==> config.mk <==
export PLATFORM = sky130hd
export DESIGN_NAME = pit_dncnt_flat
export DESIGN_NICKNAME = d
export VERILOG_FILES = /design/src/rtl/pit_pkg.sv /design/src/rtl/pit_dncnt_if.sv /design/src/rtl/pit_dncnt_dncnt.sv /design/src/rtl/pit_dncnt.sv /design/src/flat_wrapper.sv
export SDC_FILE = /design/constraint.sdc
export NUM_CORES = 1
export LEC_CHECK = 0
export BUFFER_PORTS_ARGS = -buffer_cell sky130_fd_sc_hd__buf_2
export CORE_MARGIN = 10
export CORE_UTILIZATION = 50
export DETAILED_ROUTE_END_ITERATION = 12
export PLACE_DENSITY = 0.72
export SYNTH_ARGS = -nofsm -noshare
export SYNTH_HDL_FRONTEND = slang
export SYNTH_SLANG_ARGS = --single-unit
==> constraint.sdc <==
create_clock -name sys_clk -period 12.4 [get_ports sys_clk]
set_input_delay 2.48 -clock sys_clk [delete_from_list [all_inputs] [get_ports sys_clk]]
set_output_delay 2.48 -clock sys_clk [all_outputs]
set_load 0.05 [all_outputs]
==> src/rtl/pit_pkg.sv <==
// Shared constants and types for the pit_dncnt prescaler/divider timer.
// Counter width, reset values and the reload-select encoding live here.
package pit_pkg;

    localparam int CNT_W = 16;

    typedef logic [CNT_W-1:0] cnt_t;

    localparam cnt_t CNT_RST = '0;
    localparam logic RUN_RST = 1'b1;
    localparam logic IRQ_RST = 1'b0;

    // Source of a counter's next value when its bit cells are parallel-loaded.
    typedef enum logic [1:0] {
        LD_HOLD   = 2'd0,
        LD_WRITE  = 2'd1,
        LD_RELOAD = 2'd2
    } ld_sel_e;

    // A host write always wins over a terminal-count reload.
    function automatic ld_sel_e ld_select(input logic we, input logic wrap);
        if (we)
            return LD_WRITE;
        if (wrap)
            return LD_RELOAD;
        return LD_HOLD;
    endfunction

endpackage

==> src/rtl/pit_dncnt_if.sv <==
// Host-side bus of pit_dncnt: reload writes, count enable, counts and irq.
// The oneshot control only exists when PIT_ONESHOT_EN is defined.
interface pit_dncnt_if;
    import pit_pkg::*;

    cnt_t d;
    logic pre_we;
    logic div_we;
    logic en;
`ifdef PIT_ONESHOT_EN
    logic oneshot;
`endif
    cnt_t pre_q;
    cnt_t div_q;
    logic irq;

    modport master (
        output d, pre_we, div_we, en,
`ifdef PIT_ONESHOT_EN
        output oneshot,
`endif
        input  pre_q, div_q, irq
    );

    modport slave (
        input  d, pre_we, div_we, en,
`ifdef PIT_ONESHOT_EN
        input  oneshot,
`endif
        output pre_q, div_q, irq
    );

endinterface

==> src/rtl/pit_dncnt_dncnt.sv <==
// One bit of a ripple-borrow down counter: toggles when a borrow arrives,
// passes a borrow on when it was already 0, parallel-loads on ld.
module dncnt (
    output logic q,
    output logic bo,
    input  logic d,
    input  logic ci,
    input  logic ld,
    input  logic clk,
    input  logic reset
);

    // NOTE: state is assigned with <= so every cell samples its neighbours' pre-edge values.
    always_ff @(posedge clk) begin
        if (reset)
            q <= 1'b0;
        else if (ld)
            q <= d;
        else
            q <= q ^ ci;
    end

    assign bo = ci & ~q;

endmodule

==> src/rtl/pit_dncnt.sv <==
// Programmable interval timer: 16-bit prescaler feeding a 16-bit divider,
// irq pulses on divider expiry. Define PIT_ONESHOT_EN to add the oneshot control.
module pit_dncnt
    import pit_pkg::*;
(
    input logic       sys_clk,
    input logic       reset,
    pit_dncnt_if.slave bus
);

    cnt_t pre_rld, div_rld;
    cnt_t pre_cnt, div_cnt;
    cnt_t pre_nxt, div_nxt;
    logic pre_ld, div_ld;
    ld_sel_e pre_sel, div_sel;
    logic [CNT_W:0] pre_chain, div_chain;
    logic count, pre_wrap, div_wrap;
    logic run, irq_q;

    assign count = bus.en & run & ~(bus.pre_we | bus.div_we);

    // Borrow out of the MSB means "counting while the whole counter is 0".
    assign pre_chain[0] = count;
    assign pre_wrap     = pre_chain[CNT_W];
    assign div_chain[0] = pre_wrap;
    assign div_wrap     = div_chain[CNT_W];

    // NOTE: every always_comb output gets a default first so no latch can be inferred.
    always_comb begin
        pre_sel = ld_select(bus.pre_we, pre_wrap);
        div_sel = ld_select(bus.div_we, div_wrap);
        pre_ld  = (pre_sel != LD_HOLD);
        div_ld  = (div_sel != LD_HOLD);
        pre_nxt = (pre_sel == LD_WRITE) ? bus.d : pre_rld;
        div_nxt = (div_sel == LD_WRITE) ? bus.d : div_rld;
    end

    for (genvar i = 0; i < CNT_W; i++) begin : g_bit
        dncnt u_pre (
            .q     (pre_cnt[i]),
            .bo    (pre_chain[i+1]),
            .d     (pre_nxt[i]),
            .ci    (pre_chain[i]),
            .ld    (pre_ld),
            .clk   (sys_clk),
            .reset (reset)
        );
        dncnt u_div (
            .q     (div_cnt[i]),
            .bo    (div_chain[i+1]),
            .d     (div_nxt[i]),
            .ci    (div_chain[i]),
            .ld    (div_ld),
            .clk   (sys_clk),
            .reset (reset)
        );
    end

    // Reload registers are a handful of flops, so they are reset like the counters.
    always_ff @(posedge sys_clk) begin
        if (reset) begin
            pre_rld <= CNT_RST;
            div_rld <= CNT_RST;
            irq_q   <= IRQ_RST;
        end else begin
            if (bus.pre_we)
                pre_rld <= bus.d;
            if (bus.div_we)
                div_rld <= bus.d;
            irq_q <= div_wrap;
        end
    end

`ifdef PIT_ONESHOT_EN
    // A divider write re-arms; an expiry in oneshot mode parks the counters at reload.
    always_ff @(posedge sys_clk) begin
        if (reset)
            run <= RUN_RST;
        else if (bus.div_we)
            run <= 1'b1;
        else if (div_wrap && bus.oneshot)
            run <= 1'b0;
    end
`else
    assign run = RUN_RST;
`endif

    assign bus.pre_q = pre_cnt;
    assign bus.div_q = div_cnt;
    assign bus.irq   = irq_q;

endmodule
==> src/flat_wrapper.sv <==
// flat-port wrapper written by rule: the top's interface ports become plain ports
module pit_dncnt_flat import pit_pkg::*;
  (sys_clk, reset, bus_d, bus_pre_we, bus_div_we, bus_en, bus_pre_q, bus_div_q, bus_irq);
  pit_dncnt_if bus_i ();
  input logic sys_clk;
  input logic reset;
  input wire logic [$bits(bus_i.d)-1:0] bus_d;
  input wire logic [$bits(bus_i.pre_we)-1:0] bus_pre_we;
  input wire logic [$bits(bus_i.div_we)-1:0] bus_div_we;
  input wire logic [$bits(bus_i.en)-1:0] bus_en;
  output wire logic [$bits(bus_i.pre_q)-1:0] bus_pre_q;
  output wire logic [$bits(bus_i.div_q)-1:0] bus_div_q;
  output wire logic [$bits(bus_i.irq)-1:0] bus_irq;
  assign bus_i.d = bus_d;
  assign bus_i.pre_we = bus_pre_we;
  assign bus_i.div_we = bus_div_we;
  assign bus_i.en = bus_en;
  assign bus_pre_q = bus_i.pre_q;
  assign bus_div_q = bus_i.div_q;
  assign bus_irq = bus_i.irq;
  pit_dncnt u_core (.sys_clk(sys_clk), .reset(reset), .bus(bus_i));
endmodule
==> flow_metrics.py, run 1 <==
metrics = {
    "outcome": {
        "status": "finished clean",
    },
    "clock_network": {
        "clockBufferDepth": 2,
        "ctsHtreeMaxLevel": 3,
        "tritoncts": "built",
        "cts-root-buf": "clkbuf_8",
        "cts_hold_buf": 0,
        "cts-resized-gates": 0,
        "cts-buffers-inserted": 9,
        "clkSlewWorstSetupHoldPaths_ns": 0.06,
        "clk-insertion-delay-late_ns": 0.34,
        "clock_sinks": 65,
        "cts_setup_buffers": 0,
    },
    "yosys": {
        "synth_fp_nets": 434,
        "yosys-top-cells-area": "dfxtp_1 (38%), ha_1 (12%), nor2b_1 (11%)",
        "ys_ff_latch": 65,
        "post_synth_inst_count": 381,
        "post_synth_num_cell_types": 20,
        "yosysWarningCount": 0,
        "synth-seq-area-share_pct": 37.7,
        "synth.top_cell.area_share_pct": 37.7,
        "netlist_area_sq_mm": 0.00345,
        "avgSynthCellArea_sq_um": 9.05,
        "synth_top_area_cell": "dfxtp_1",
    },
    "cells_and_area": {
        "fill_cell_instance_count_of_the_final_layout": 620,
        "areaGrowthSynthToFinish_pct": 5.70,
        "layout.nets": 446,
        "sequential_cell_area_sq_mm": 0.00130,
        "drive_gt1_share_pct": 21.3,
        "multi_input_comb_area_sq_mm": 0.00168,
        "final_cell_mix": "dfxtp_1 (65), nor2b_1 (58), buf_2 (53)",
        "instances_no_fill": 475,
        "layout_commonest_cell": "dfxtp_1",
        "antenna_cells_inserted": 0,
    },
    "sta": {
        "final-setup-viol-count": 0,
        "transition_time_of_the_tightest_slew_check_pin_ns": 0.919,
        "final.setup.tns_ns": 0,
        "finalWorstPathRequiredPeriod_ns": 9.94,
        "finalClockSkew_ns": 0.00605,
        "timing.final.hold_violations": 0,
        "max_slew_margin_pct": 38.7,
        "min_period_over_period_pct": 80.2,
        "setup_repair_after_global_routing_missed_its_margin": "false",
        "fmax_ghz": 0.101,
        "timing.final.max_slew_violations": 0,
    },
    "worst_setup_path": {
        "critical_path_class": "primary input to register",
        "cp_max_fo": 35,
        "required_ns": 12.65,
        "r2r_setup_slack_ns": 4.74,
        "setup.worst_path.end_class": "register",
        "cp_slowest_cell": "ha_1",
        "regToRegEndpoint": "u_core.g_bit[14].u_div.q",
        "critical-path-top-cell-by-count": "ha_1",
        "cp_data_arrival_time_ns": 10.19,
        "regToRegStartpoint": "u_core.g_bit[0].u_pre.q",
        "crit_path_max_incr_delay_ns": 0.50,
        "timing.critical_path.from_type": "primary input",
        "timing.reg2reg.worst_path_depth": 36,
    },
    "grt": {
        "gr-usage-all-layers_pct": 13.3,
        "grt_pass1_wl_um": 11000,
        "maximum_number_of_pins_on_one_net_before_global_route_repair": 68,
        "grt.overflow.total": 0,
        "via_count_of_the_first_global_routing_pass": 2305,
        "number_of_antenna_violations_at_the_first_check_in_global_routing": 0,
    },
    "detailed_routing": {
        "via_count": 2411,
        "first_iter_violations": 91,
        "detail_route.drc_violations": 0,
        "wl_per_cell_um": 14.2,
        "routed_wl_um": 6740,
        "detail-route-antenna-nets": 0,
        "drt_pre_antenna_iters": 4,
        "drt-vias-per-instance": 5.08,
    },
    "hold_path": {
        "min_delay_worst_endpoint": "u_core.div_rld[3]",
        "startpoint_of_the_tightest_hold_check_path": "u_core.div_rld[3]",
        "hold_class": "register to register",
        "whs_path_depth": 2,
    },
    "place": {
        "globalplace.congestion": 0.793,
        "numPlacedInstances": 462,
        "place_hpwl_um": 4880,
        "buffer_ports.inserted": 53,
    },
    "floorplan": {
        "io_pins": 54,
        "floorplan.die.height_um": 103,
        "fp-row-count": 30,
        "floorplan.core_area_sq_mm": 0.00676,
        "dieArea_sq_mm": 0.0106,
        "initial_util_pct": 51.0,
        "fp.dieW_um": 103,
    },
    "pwr": {
        "irDropWorstVdd_mv": 0.0578,
        "power.density_cell_area_mw_per_mm2": 125,
        "power.leakage_nw": 1.59,
    },
    "job": {
        "max-cap-violations": 0,
    },
}
## synth_stat cells (all sizes together)
library cell and number:
ha 32, o32ai 25, mux2i 7, nor2 7, nor3b 1, nor2b 58
nand2b 25, inv 33, nand2 32, or2 9, a21oi 25, buf 40
dfxtp 65, a311oi 7, clkbuf 15
## through the flow
stage	worst slack (ns)	total power (W)	util [%]	hold WS [ns]	cell area, sq um
global route	1.93	0.000481	53.9	0.491	3640
CTS	2.41	0.000462	53.9	0.473	3640
detailed placement	2.03	0.000313	51.7	0.462	3490
floorplan	2.94	0.000302	-	0.450	3450
finish	2.46	0.000456	53.9	0.472	3640
global placement	2.23	0.000311	51.7	0.458	3490
## area by class of cell
| class | count | area share (%) |
|---|---|---|
| inverters | 33 | 3.40 |
| well taps | 80 | 2.75 |
| clock inverters | 1 | 0.137 |
| repair buffers | 56 | 7.90 |
| multi-input cells | 228 | 46.1 |
| clock buffers | 12 | 3.98 |
| flip-flops and latches | 65 | 35.7 |
## how the worst max path moves through the flow
stage	start	to	slack, ns	cells after the start
floorplan	bus_div_we	u_core.g_bit[10].u_div.q	2.94	38
global placement	bus_pre_we	u_core.g_bit[6].u_div.q	2.23	37
detailed placement	bus_pre_we	u_core.g_bit[14].u_div.q	2.03	37
CTS	bus_div_we	u_core.g_bit[14].u_div.q	2.41	38
global route	bus_pre_we	u_core.g_bit[14].u_div.q	1.93	37
finish	bus_div_we	u_core.g_bit[14].u_div.q	2.46	38
## flip-flops by register name, indices dropped and copies added, names as in the netlist
signal / cells
u_core.pre_rld: 16
u_core.g_bit.u_pre.q: 16
u_core.bus.irq: 1
u_core.g_bit.u_div.q: 16
u_core.div_rld: 16
## worst max-delay path: cells and delay by family
| family | cells | cell delay (ns) |
|---|---|---|
| adder cells (fa/ha/maj) | 32 | 6.26 |
| buffers and inverters | 3 | 0.62 |
| AND/OR/NAND/NOR | 2 | 0.53 |
| AO/OA/AOI/OAI | 1 | 0.27 |
## routing by layer
metal	global-route usage, %	share of wire [%]	vias to the layer above
met3	4.22	5.4	12
met2	19.6	45	46
met5	0	0	-
li1	-	-	1250
met4	6.74	2.2	0
met1	17.0	47	1103
## report_power, final
group | internal, W | total [W] | switching [W]
registers | 0.000222 | 0.000228 | 0.00000637
logic | 0.0000259 | 0.0000790 | 0.0000531
clock network | 0.0000744 | 0.000149 | 0.0000745
## cells by family after synthesis
group | synth area share, %
and+or+nand+nor | 21.2
adders and majority gates | 11.6
muxes | 2.03
DFF | 37.7
buffers and inverters | 13.5
AOI/OAI and AO/OA | 13.9
Note: power is estimated with default switching activity, not from simulation.
==> inputs of run 2 (changes only) <==
--- a/config.mk
+++ b/config.mk
@@ -9,7 +9,7 @@
 export CORE_MARGIN = 10
 export CORE_UTILIZATION = 50
 export DETAILED_ROUTE_END_ITERATION = 12
-export PLACE_DENSITY = 0.72
+export PLACE_DENSITY = 0.75
 export SYNTH_ARGS = -nofsm -noshare
 export SYNTH_HDL_FRONTEND = slang
 export SYNTH_SLANG_ARGS = --single-unit
==> constraint.sdc (replaced) <==
create_clock -name sys_clk -period 8.7 [get_ports sys_clk]
set_input_delay 1.74 -clock sys_clk [delete_from_list [all_inputs] [get_ports sys_clk]]
set_output_delay 1.74 -clock sys_clk [all_outputs]
set_load 0.05 [all_outputs]
==> flow_metrics.py, run 2 (synthesis results as in run 1) <==
metrics = {
    "clock_network": {
        "clock_sinks": 65,
        "clk-insertion-delay-late_ns": 0.34,
        "cts-root-buf": "clkbuf_8",
        "clockBufferDepth": 2,
        "cts-buffers-inserted": 9,
        "clkSlewWorstSetupHoldPaths_ns": 0.07,
        "ctsHtreeMaxLevel": 3,
        "cts-resized-gates": 0,
        "cts_hold_buf": 0,
        "tritoncts": "built",
        "cts_setup_buffers": 0,
    },
    "cells_and_area": {
        "layout_commonest_cell": "dfxtp_1",
        "instances_no_fill": 483,
        "antenna_cells_inserted": 0,
        "utilization_after_layout_pct": 55.6,
        "drive_gt1_share_pct": 23.8,
        "layout.nets": 451,
        "final_cell_mix": "dfxtp_1 (65), nor2b_1 (58), buf_2 (53)",
        "areaGrowthSynthToFinish_pct": 9.00,
        "fill_cell_instance_count_of_the_final_layout": 612,
    },
    "detailed_routing": {
        "routed_wl_um": 7070,
        "first_iter_violations": 109,
        "detail_route.drc_violations": 0,
        "via_count": 2463,
        "wl_per_cell_um": 14.6,
        "detail-route-antenna-nets": 0,
        "drt_pre_antenna_iters": 4,
        "drt-vias-per-instance": 5.10,
    },
    "pwr": {
        "power_w": 0.000693,
        "sequentialPowerShare_pct": 47.0,
        "power.switching_w": 0.000201,
        "irDropWorstVdd_mv": 0.0978,
        "pwr-share-comb_pct": 16.5,
        "power_report.internal_total_w": 0.000492,
        "power.leakage_nw": 1.65,
        "power_switching_share_pct": 29.1,
        "power.density_cell_area_mw_per_mm2": 184,
        "clock_power_share_pct": 36.5,
    },
    "worst_setup_path": {
        "timing.critical_path.from_type": "primary input",
        "worst_path_dominant_cell_family": "adder cells",
        "critical_path_class": "primary input to register",
        "cp.buffers_inverters": 2,
        "crit_path_max_incr_delay_ns": 0.27,
        "cp_max_fo": 17,
        "required_ns": 8.93,
        "cp_data_arrival_time_ns": 8.59,
        "cp_slowest_cell": "o32ai_1",
        "setup.worst_path.end_class": "register",
        "critical-path-top-cell-by-count": "ha_1",
    },
    "sta": {
        "finalClockSkew_ns": 0.00891,
        "final.setup.tns_ns": 0,
        "final.hold.worst_slack_ns": 0.473,
        "transition_time_of_the_tightest_slew_check_pin_ns": 0.799,
        "finalWorstPathRequiredPeriod_ns": 8.36,
        "timing.final.hold_violations": 0,
        "final-setup-viol-count": 0,
        "timing.final.max_slew_violations": 0,
        "max_slew_margin_pct": 46.7,
        "fmax_ghz": 0.120,
        "min_period_over_period_pct": 96.1,
        "setup_repair_after_global_routing_missed_its_margin": "false",
    },
    "grt": {
        "grt_util_met3_pct": 4.02,
        "gr-usage-all-layers_pct": 13.6,
        "grt.busiest_layer": "met2",
        "maximum_number_of_pins_on_one_net_before_global_route_repair": 68,
        "gr_met2_demand_resource_pct": 23.0,
        "grt_pass1_wl_um": 11500,
        "number_of_antenna_violations_at_the_first_check_in_global_routing": 0,
        "via_count_of_the_first_global_routing_pass": 2510,
        "global_route.usage.met1_pct": 16.1,
        "grt.overflow.total": 0,
    },
    "place": {
        "globalplace.congestion": 0.762,
        "buffer_ports.inserted": 53,
        "numPlacedInstances": 467,
        "place_hpwl_um": 5160,
    },
    "floorplan": {
        "floorplan.core_area_sq_mm": 0.00676,
        "io_pins": 54,
        "dieArea_sq_mm": 0.0106,
        "initial_util_pct": 51.0,
        "fp-row-count": 30,
        "fp.dieW_um": 103,
        "floorplan.die.height_um": 103,
    },
    "outcome": {
        "status": "finished clean",
    },
    "job": {
        "max-cap-violations": 0,
    },
    "hold_path": {
        "hold_class": "register to register",
    },
}
[run 2: cell count changes in the layout (fill, tap and decap cells not counted)]
| cell | change |
|---|---|
| ha_1 | -1 |
| clkbuf_1 | -2 |
| a311oi_2 | +1 |
| bufinv_16 | +1 |
| clkinv_2 | +3 |
| buf_4 | +4 |
| a311oi_1 | -1 |
| ha_4 | +1 |
| clkinvlp_4 | +1 |
| buf_12 | +1 |
[run 2: final timing paths]
kind / start / endpoint / slack, ns / depth (start not counted)
setup / recovery: bus_en / u_core.g_bit[3].u_div.q / 0.34 / 37
hold / removal: u_core.pre_rld[8] / u_core.pre_rld[8] / 0.47 / 2
setup reg to reg: u_core.g_bit[0].u_pre.q / u_core.g_bit[3].u_div.q / 1.60 / 36
hold reg to reg: u_core.pre_rld[8] / u_core.pre_rld[8] / 0.47 / 2
[run 2: stage by stage]
| stage | worst slack [ns] | area (sq um) |
|---|---|---|
| floorplan | 0.0768 | 3450 |
| global placement | -0.0298 | 3540 |
| detailed placement | -0.147 | 3540 |
| CTS | 0.155 | 3740 |
| global route | 0.00525 | 3760 |
| finish | 0.343 | 3760 |
[run 2: worst register-to-register path: cells and delay by family (launching register included)]
family / cells / cell delay (ns)
adder cells (fa/ha/maj): 32 / 6.04
AND/OR/NAND/NOR: 1 / 0.13
flip-flops: 1 / 0.35
AO/OA/AOI/OAI: 1 / 0.27
buffers and inverters: 2 / 0.21
[run 2: power by group through the flow]
stage / sequential [W] / combinational, W / clock, W
2_1_floorplan: 0.000330 / 0.000101 / 0
3_3_place_gp: 0.000332 / 0.000113 / 0
3_5_place_dp: 0.000332 / 0.000114 / 0
4_1_cts: 0.000326 / 0.000115 / 0.000258
5_1_grt: 0.000327 / 0.000126 / 0.000270
6_report: 0.000325 / 0.000114 / 0.000253
[run 2: cell type report]
cell class	count	area [sq um]	area share [%]
Timing Repair Buffer	61	338	8.99
Inverter	33	124	3.30
Clock buffer	10	138	3.66
Sequential cell	65	1300	34.6
Clock inverter	6	57.6	1.53
Tap cell	80	100	2.66
Multi-Input combinational cell	228	1700	45.2
[run 2: metal layers]
| metal | part of all wire [%] | up-vias |
|---|---|---|
| met5 | 0 | - |
| met4 | 1.5 | 0 |
| met3 | 3.9 | 10 |
| met2 | 49 | 38 |
| met1 | 46 | 1154 |
| li1 | - | 1261 |
